### src/rtl/vga_pattern_gen.sv
// VGA test-pattern generator: pixel divider, sync timing and four frame-latched patterns.
// Optional macro VGA_PATTERN_BORDER_EN forces a one-pixel all-ones border around the visible area.
module vga_pattern_gen #(
    parameter int unsigned H_DISPLAY = 640,
    parameter int unsigned H_FP      = 16,
    parameter int unsigned H_SYNC    = 96,
    parameter int unsigned H_BP      = 48,
    parameter int unsigned V_DISPLAY = 480,
    parameter int unsigned V_FP      = 10,
    parameter int unsigned V_SYNC    = 2,
    parameter int unsigned V_BP      = 33,
    parameter int unsigned CLK_DIV   = 4,
    parameter int unsigned CNT_W     = 11,
    parameter int unsigned RGB_W     = 12,
    parameter int unsigned CHK_LOG2  = 5
) (
    input  logic             clk,
    input  logic             reset_n,
    input  logic [RGB_W-1:0] sw,
    input  logic [1:0]       mode,
    output logic             hsync,
    output logic             vsync,
    output logic             video_on,
    output logic [CNT_W-1:0] pixel_x,
    output logic [CNT_W-1:0] pixel_y,
    output logic             frame_start,
    output logic [RGB_W-1:0] rgb
);

    localparam int unsigned H_TOTAL      = H_DISPLAY + H_FP + H_SYNC + H_BP;
    localparam int unsigned V_TOTAL      = V_DISPLAY + V_FP + V_SYNC + V_BP;
    localparam int unsigned H_SYNC_START = H_DISPLAY + H_FP;
    localparam int unsigned H_SYNC_END   = H_DISPLAY + H_FP + H_SYNC;
    localparam int unsigned V_SYNC_START = V_DISPLAY + V_FP;
    localparam int unsigned V_SYNC_END   = V_DISPLAY + V_FP + V_SYNC;
    localparam int unsigned DIV_W        = (CLK_DIV > 1) ? $clog2(CLK_DIV) : 1;
    localparam int unsigned THIRD        = RGB_W / 3;
    localparam int unsigned BAR_W        = H_DISPLAY / 8;

    logic [DIV_W-1:0] div_cnt;
    logic [CNT_W-1:0] h_cnt;
    logic [CNT_W-1:0] v_cnt;
    logic [RGB_W-1:0] sw_q;
    logic [1:0]       mode_q;
    logic             wrap_pend;
    logic             out_en;
    logic             p_tick;
    logic             h_end;
    logic             v_end;
    logic             frame_end;

    assign p_tick    = (div_cnt == DIV_W'(CLK_DIV - 1));
    assign h_end     = (h_cnt == CNT_W'(H_TOTAL - 1));
    assign v_end     = (v_cnt == CNT_W'(V_TOTAL - 1));
    assign frame_end = p_tick && h_end && v_end;

    // Pixel divider, raster counters and frame-boundary input latch.
    // out_en holds the outputs at reset values for the first edge after reset release.
    always_ff @(posedge clk or negedge reset_n) begin
        if (!reset_n) begin
            div_cnt   <= '0;
            h_cnt     <= '0;
            v_cnt     <= '0;
            sw_q      <= '0;
            mode_q    <= '0;
            wrap_pend <= 1'b0;
            out_en    <= 1'b0;
        end else begin
            div_cnt <= p_tick ? '0 : div_cnt + DIV_W'(1);
            if (p_tick) begin
                h_cnt <= h_end ? '0 : h_cnt + CNT_W'(1);
                if (h_end) begin
                    v_cnt <= v_end ? '0 : v_cnt + CNT_W'(1);
                end
            end
            if (frame_end) begin
                sw_q   <= sw;
                mode_q <= mode;
            end
            wrap_pend <= frame_end;
            out_en    <= 1'b1;
        end
    end

    logic             hsync_c;
    logic             vsync_c;
    logic             video_c;
    logic [2:0]       bar_idx;
    logic [RGB_W-1:0] pat;
    logic [RGB_W-1:0] rgb_c;

    // Sync/visible decode and pattern colour of the current counters.
    always_comb begin
        hsync_c = !((h_cnt >= CNT_W'(H_SYNC_START)) && (h_cnt < CNT_W'(H_SYNC_END)));
        vsync_c = !((v_cnt >= CNT_W'(V_SYNC_START)) && (v_cnt < CNT_W'(V_SYNC_END)));
        video_c = (h_cnt < CNT_W'(H_DISPLAY)) && (v_cnt < CNT_W'(V_DISPLAY));

        bar_idx = '0;
        for (int unsigned k = 1; k < 8; k++) begin
            if (h_cnt >= CNT_W'(k * BAR_W)) begin
                bar_idx = 3'(k);
            end
        end

        case (mode_q)
            2'd0:    pat = sw_q;
            2'd1:    pat = {{THIRD{bar_idx[2]}}, {THIRD{bar_idx[1]}}, {THIRD{bar_idx[0]}}};
            2'd2:    pat = (h_cnt[CHK_LOG2] ^ v_cnt[CHK_LOG2]) ? ~sw_q : sw_q;
            default: pat = ((h_cnt[CHK_LOG2-1:0] == '0) || (v_cnt[CHK_LOG2-1:0] == '0)) ? '1 : '0;
        endcase

`ifdef VGA_PATTERN_BORDER_EN
        if ((h_cnt == '0) || (h_cnt == CNT_W'(H_DISPLAY - 1)) ||
            (v_cnt == '0) || (v_cnt == CNT_W'(V_DISPLAY - 1))) begin
            pat = '1;
        end
`endif

        rgb_c = video_c ? pat : '0;
    end

    // Output registers, updated every clk one cycle behind the counters.
    always_ff @(posedge clk or negedge reset_n) begin
        if (!reset_n) begin
            hsync       <= 1'b1;
            vsync       <= 1'b1;
            video_on    <= 1'b0;
            pixel_x     <= '0;
            pixel_y     <= '0;
            frame_start <= 1'b0;
            rgb         <= '0;
        end else if (out_en) begin
            hsync       <= hsync_c;
            vsync       <= vsync_c;
            video_on    <= video_c;
            pixel_x     <= h_cnt;
            pixel_y     <= v_cnt;
            frame_start <= wrap_pend;
            rgb         <= rgb_c;
        end
    end

endmodule

### config.mk
export PLATFORM = sky130hd
export DESIGN_NAME = vga_pattern_gen
export DESIGN_NICKNAME = d
export VERILOG_FILES = /design/src/rtl/vga_pattern_gen.sv
export SDC_FILE = /design/constraint.sdc
export NUM_CORES = 1
export LEC_CHECK = 0
export CAP_MARGIN = 25
export CORE_MARGIN = 4
export CORE_UTILIZATION = 50
export DETAILED_ROUTE_END_ITERATION = 7
export GPL_TIMING_DRIVEN = 0
export PLACE_DENSITY = 0.74
export SKIP_LAST_GASP = 1
export SLEW_MARGIN = 30
export SYNTH_ARGS = -nofsm -noshare
export SYNTH_HDL_FRONTEND = slang
export SYNTH_SLANG_ARGS = --single-unit
export TNS_END_PERCENT = 5
### constraint.sdc
create_clock -name clk -period 4.5 [get_ports clk]
set_clock_uncertainty 0.1 [all_clocks]
set_input_delay 1.35 -clock clk [delete_from_list [all_inputs] [get_ports clk]]
set_output_delay 1.35 -clock clk [all_outputs]
set_load 0.005 [all_outputs]
==> summary.txt <==
Status
  – Outcome: finished, final reports clean

Placement
  – GP Congestion: 0.8352
  – Place WS: 2.027 ns
  – Port Buffers: between 50 and 60
  – Cells after DPL: roughly 510
  – DP HPWL: 5471 µm

Global route
  – GRT Resource Usage Total: 0.1930
  – First-pass GRT wire length: 13460 µm
  – Vias in the first global route: 2827
  – Initial antenna violation count: 0
  – Largest net degree at the start of global routing: 53
  – Total grt overflow: 0

Routing
  – Routed Antenna Nets: 0
  – Wirelength, routed: 7492 µm
  – Drt first pass iters: 5
  – Post-DR vias/cell: 5.237
  – Per-cell routed wire length: around 14 µm
  – Routed vias: about 2800
  – Drt initial violations: 118
  – DRC viols: 0

Timing
  – Final WS setup: 1.667 ns
  – Post-route minimum period: 2.833 ns
  – Max Clk Rate: 353.0 MHz
  – Final period utilization: 0.6295
  – Max-slew violations: 0
  – Relative slew margins: 0.5369
  – Worst-margin pin slew: 0.6922 ns
  – Final Hold Viols: 0
  – Setup violations, final: 0
  – Tightest hold margin: 0.3295 ns
  – RSZ-0062 raised after global routing: no

Critical path
  – Setup crit end kind: output pin
  – Kind of cell adding the most delay to the critical path: flip-flops
  – Reg2reg start: h_cnt[1]$_DFFE_PN0P_
  – Worst endpoint data arrival time: 1.38 ns
  – Slowest-stage cell, CP: dfstp_2
  – CP peak stage delay: 0.55 ns
  – Worst setup SP type: register
  – WP buf/inv: 1
  – CP Cell Sequence: clkdlybuf4s50_1
  – FF-to-FF path depth: 7
  – CP max FO: 2
  – RR Endpoint: sw_q[11]$_DFFE_PN0P_
  – Type of the worst setup path: register to output pin
  – Reg2reg setup slack: 2.19 ns
  – Worst EP required: between 3 and 4 ns

Logic synthesis
  – Register area share after synthesis: 0.5222
  – Count of flip-flops with a built-in enable after synthesis: 0
  – Post-synth ARST share: 1.000
  – Post-Syn Nets: 381
  – Main flop type after synthesis: dfrtp_1
  – Yosys reg bits: 78
  – Avg Inst Size Synth: approximately 10 µm²
  – Synth unique cells: 54
  – Mapped Area: approximately 3700 µm²
  – Syn Inst Count: 359
  – Synth warn: 0

Finish
  – Commonest non-fill, non-tap cell in the layout: dfrtp_1
  – Number of fill cells: 608
  – # nets final: 446
  – Layout Cells excl Fill: 528
  – Ant. Diodes: 0
  – Multi-input gate area: 1605 µm²
  – Reg area: 1954 µm²
  – Area delta synth->final: 23.67%
  – Core Util, Final: 0.6381
  – Layout cells sized above 1: 0.1538
  – Most frequent cells in the layout: 76 x dfrtp_1, 57 x nand2_1, 52 x clkdlybuf4s50_1

Clocking
  – Clock transition at the registers of the reported paths: 0.08 ns
  – CTS tree: yes
  – Inserted Clock Buffers: 9
  – Post-CTS Resized: 0
  – CTS H-tree depth: 3
  – Root buffer cell: clkbuf_8
  – Cts hold-fix bufs: 0
  – CTS max path bufs: 2
  – Worst-Skew Late Latency: between 0.3 and 0.4 ns
  – Post-CTS setup buffers: 0
  – Num Clock Sinks: 78

Run
  – Number of max-cap violations: 0

Die
  – Core Region: 7253 µm²
  – Die Span Y: 94.52 µm
  – Die Area: 8933 µm²
  – Starting Density: 0.5160
  – Die W: 94.52 µm
  – Row Count: 31
  – I/O Pins: 54

Power
  – P_leak: 2.021 nW
  – VDD IR max: 0.1615 mV
  – PwrDens: 283.2 nW/µm²

Hold path
  – Hold Crit Class: register to register
  – Hold Startpoint: div_cnt[0]$_DFF_PN0_
  – Hold Crit Depth: 1
  – Hold Path End: div_cnt[0]$_DFF_PN0_
==> power by group <==
group	leakage, nW	switching (mW)	internal (mW)
clock	0.101	0.262	0.260
combinational	0.981	0.0334	0.0399
sequential	0.939	0.00538	0.710
total	2.02	0.300	1.01
==> metrics by stage <==
| step | cell area (µm²) | setup TNS (ns) | total power, mW |
|---|---|---|---|
| 2_1_floorplan | 3742 | 0 | 0.7499 |
| 3_3_place_gp | 4397 | -50.55 | 0.8014 |
| 3_5_place_dp | 4422 | 0 | 0.8055 |
| 4_1_cts | 4619 | 0 | 1.326 |
| 5_1_grt | 4628 | 0 | 1.378 |
| 6_report | 4628 | 0 | 1.311 |
==> flip-flops by register name (all words and copies together) (netlist names), 2 cells and up <==
signal	count
rgb	12
h_cnt	11
div_cnt	2
v_cnt	11
pixel_x	11
pixel_y	11
mode_q	2
sw_q	12
==> worst max-delay path by stage <==
| stage | cells after the start | slack [ns] | start | to |
|---|---|---|---|---|
| after floorplan | 9 | 2.53 | div_cnt[0]$_DFF_PN0_ | mode_q[0]$_DFFE_PN0P_ |
| after global placement | 1 | -0.67 | reset_n | pixel_x[0]$_DFFE_PN0P_ |
| after detailed placement | 1 | 2.03 | vsync$_DFFE_PN1P_ | vsync |
| after CTS | 1 | 1.64 | vsync$_DFFE_PN1P_ | vsync |
| after global routing | 1 | 1.62 | hsync$_DFFE_PN1P_ | hsync |
| final | 1 | 1.67 | vsync$_DFFE_PN1P_ | vsync |
==> logic make-up (layout without fill, tap and decap cells) <==
kind of cell	after synthesis	after routing	share of synthesized area
compound gates	48	48	0.08425
mux	25	25	0.07489
buf+inv	39	109	0.05115
other cells	1	1	0.001002
fa+ha+maj	6	6	0.02006
simple gates	140	140	0.1949
xor+xnor	22	22	0.05149
flops	78	78	0.5222
==> cells in the mapped netlist, drive strengths merged (2+ instances only) <==
| master | count | area [µm²] |
|---|---|---|
| or3 | 2 | 12.51 |
| nand4 | 7 | 43.79 |
| clkbuf | 7 | 26.28 |
| nor3 | 3 | 15.01 |
| nand2 | 58 | 220.2 |
| a31oi | 2 | 12.51 |
| a31o | 2 | 17.52 |
| o22ai | 12 | 75.07 |
| nand3 | 14 | 70.07 |
| nor2b | 5 | 31.28 |
| o21a | 4 | 30.03 |
| or4 | 2 | 22.52 |
| o21ai | 12 | 60.06 |
| inv | 20 | 75.07 |
| and3 | 2 | 13.77 |
| dfstp | 2 | 52.55 |
| nor2 | 28 | 107.6 |
| o31ai | 3 | 22.52 |
| nor3b | 2 | 15.01 |
| xnor2 | 16 | 140.1 |
| o221ai | 4 | 35.03 |
| ha | 6 | 75.07 |
| xor2 | 6 | 52.55 |
| nor4 | 4 | 52.55 |
| dfrtp | 76 | 1902 |
| a21oi | 5 | 25.02 |
| nand3b | 3 | 22.52 |
| buf | 12 | 90.08 |
| mux2 | 24 | 270.3 |
==> per-layer routing <==
layer / vias to the layer above / wire [µm] / GRT usage
met1: 1336 / 3504 / 0.2633
met2: 60 / 3608 / 0.3115
li1: 1360 / - / -
met4: 0 / 102 / 0.07212
met5: - / 0 / 0
met3: 9 / 276 / 0.03108
==> final cells by class <==
| class | count | area share |
|---|---|---|
| buffer | 19 | 0.02514 |
| clock buffer | 10 | 0.02757 |
| clock inverter | 6 | 0.01514 |
| inverter | 20 | 0.01622 |
| multi-input combinational | 242 | 0.3469 |
| sequential | 78 | 0.4223 |
| tap | 99 | 0.02676 |
| timing repair buffer | 54 | 0.1200 |
No activity file was read; power rests on OpenSTA's default activity.
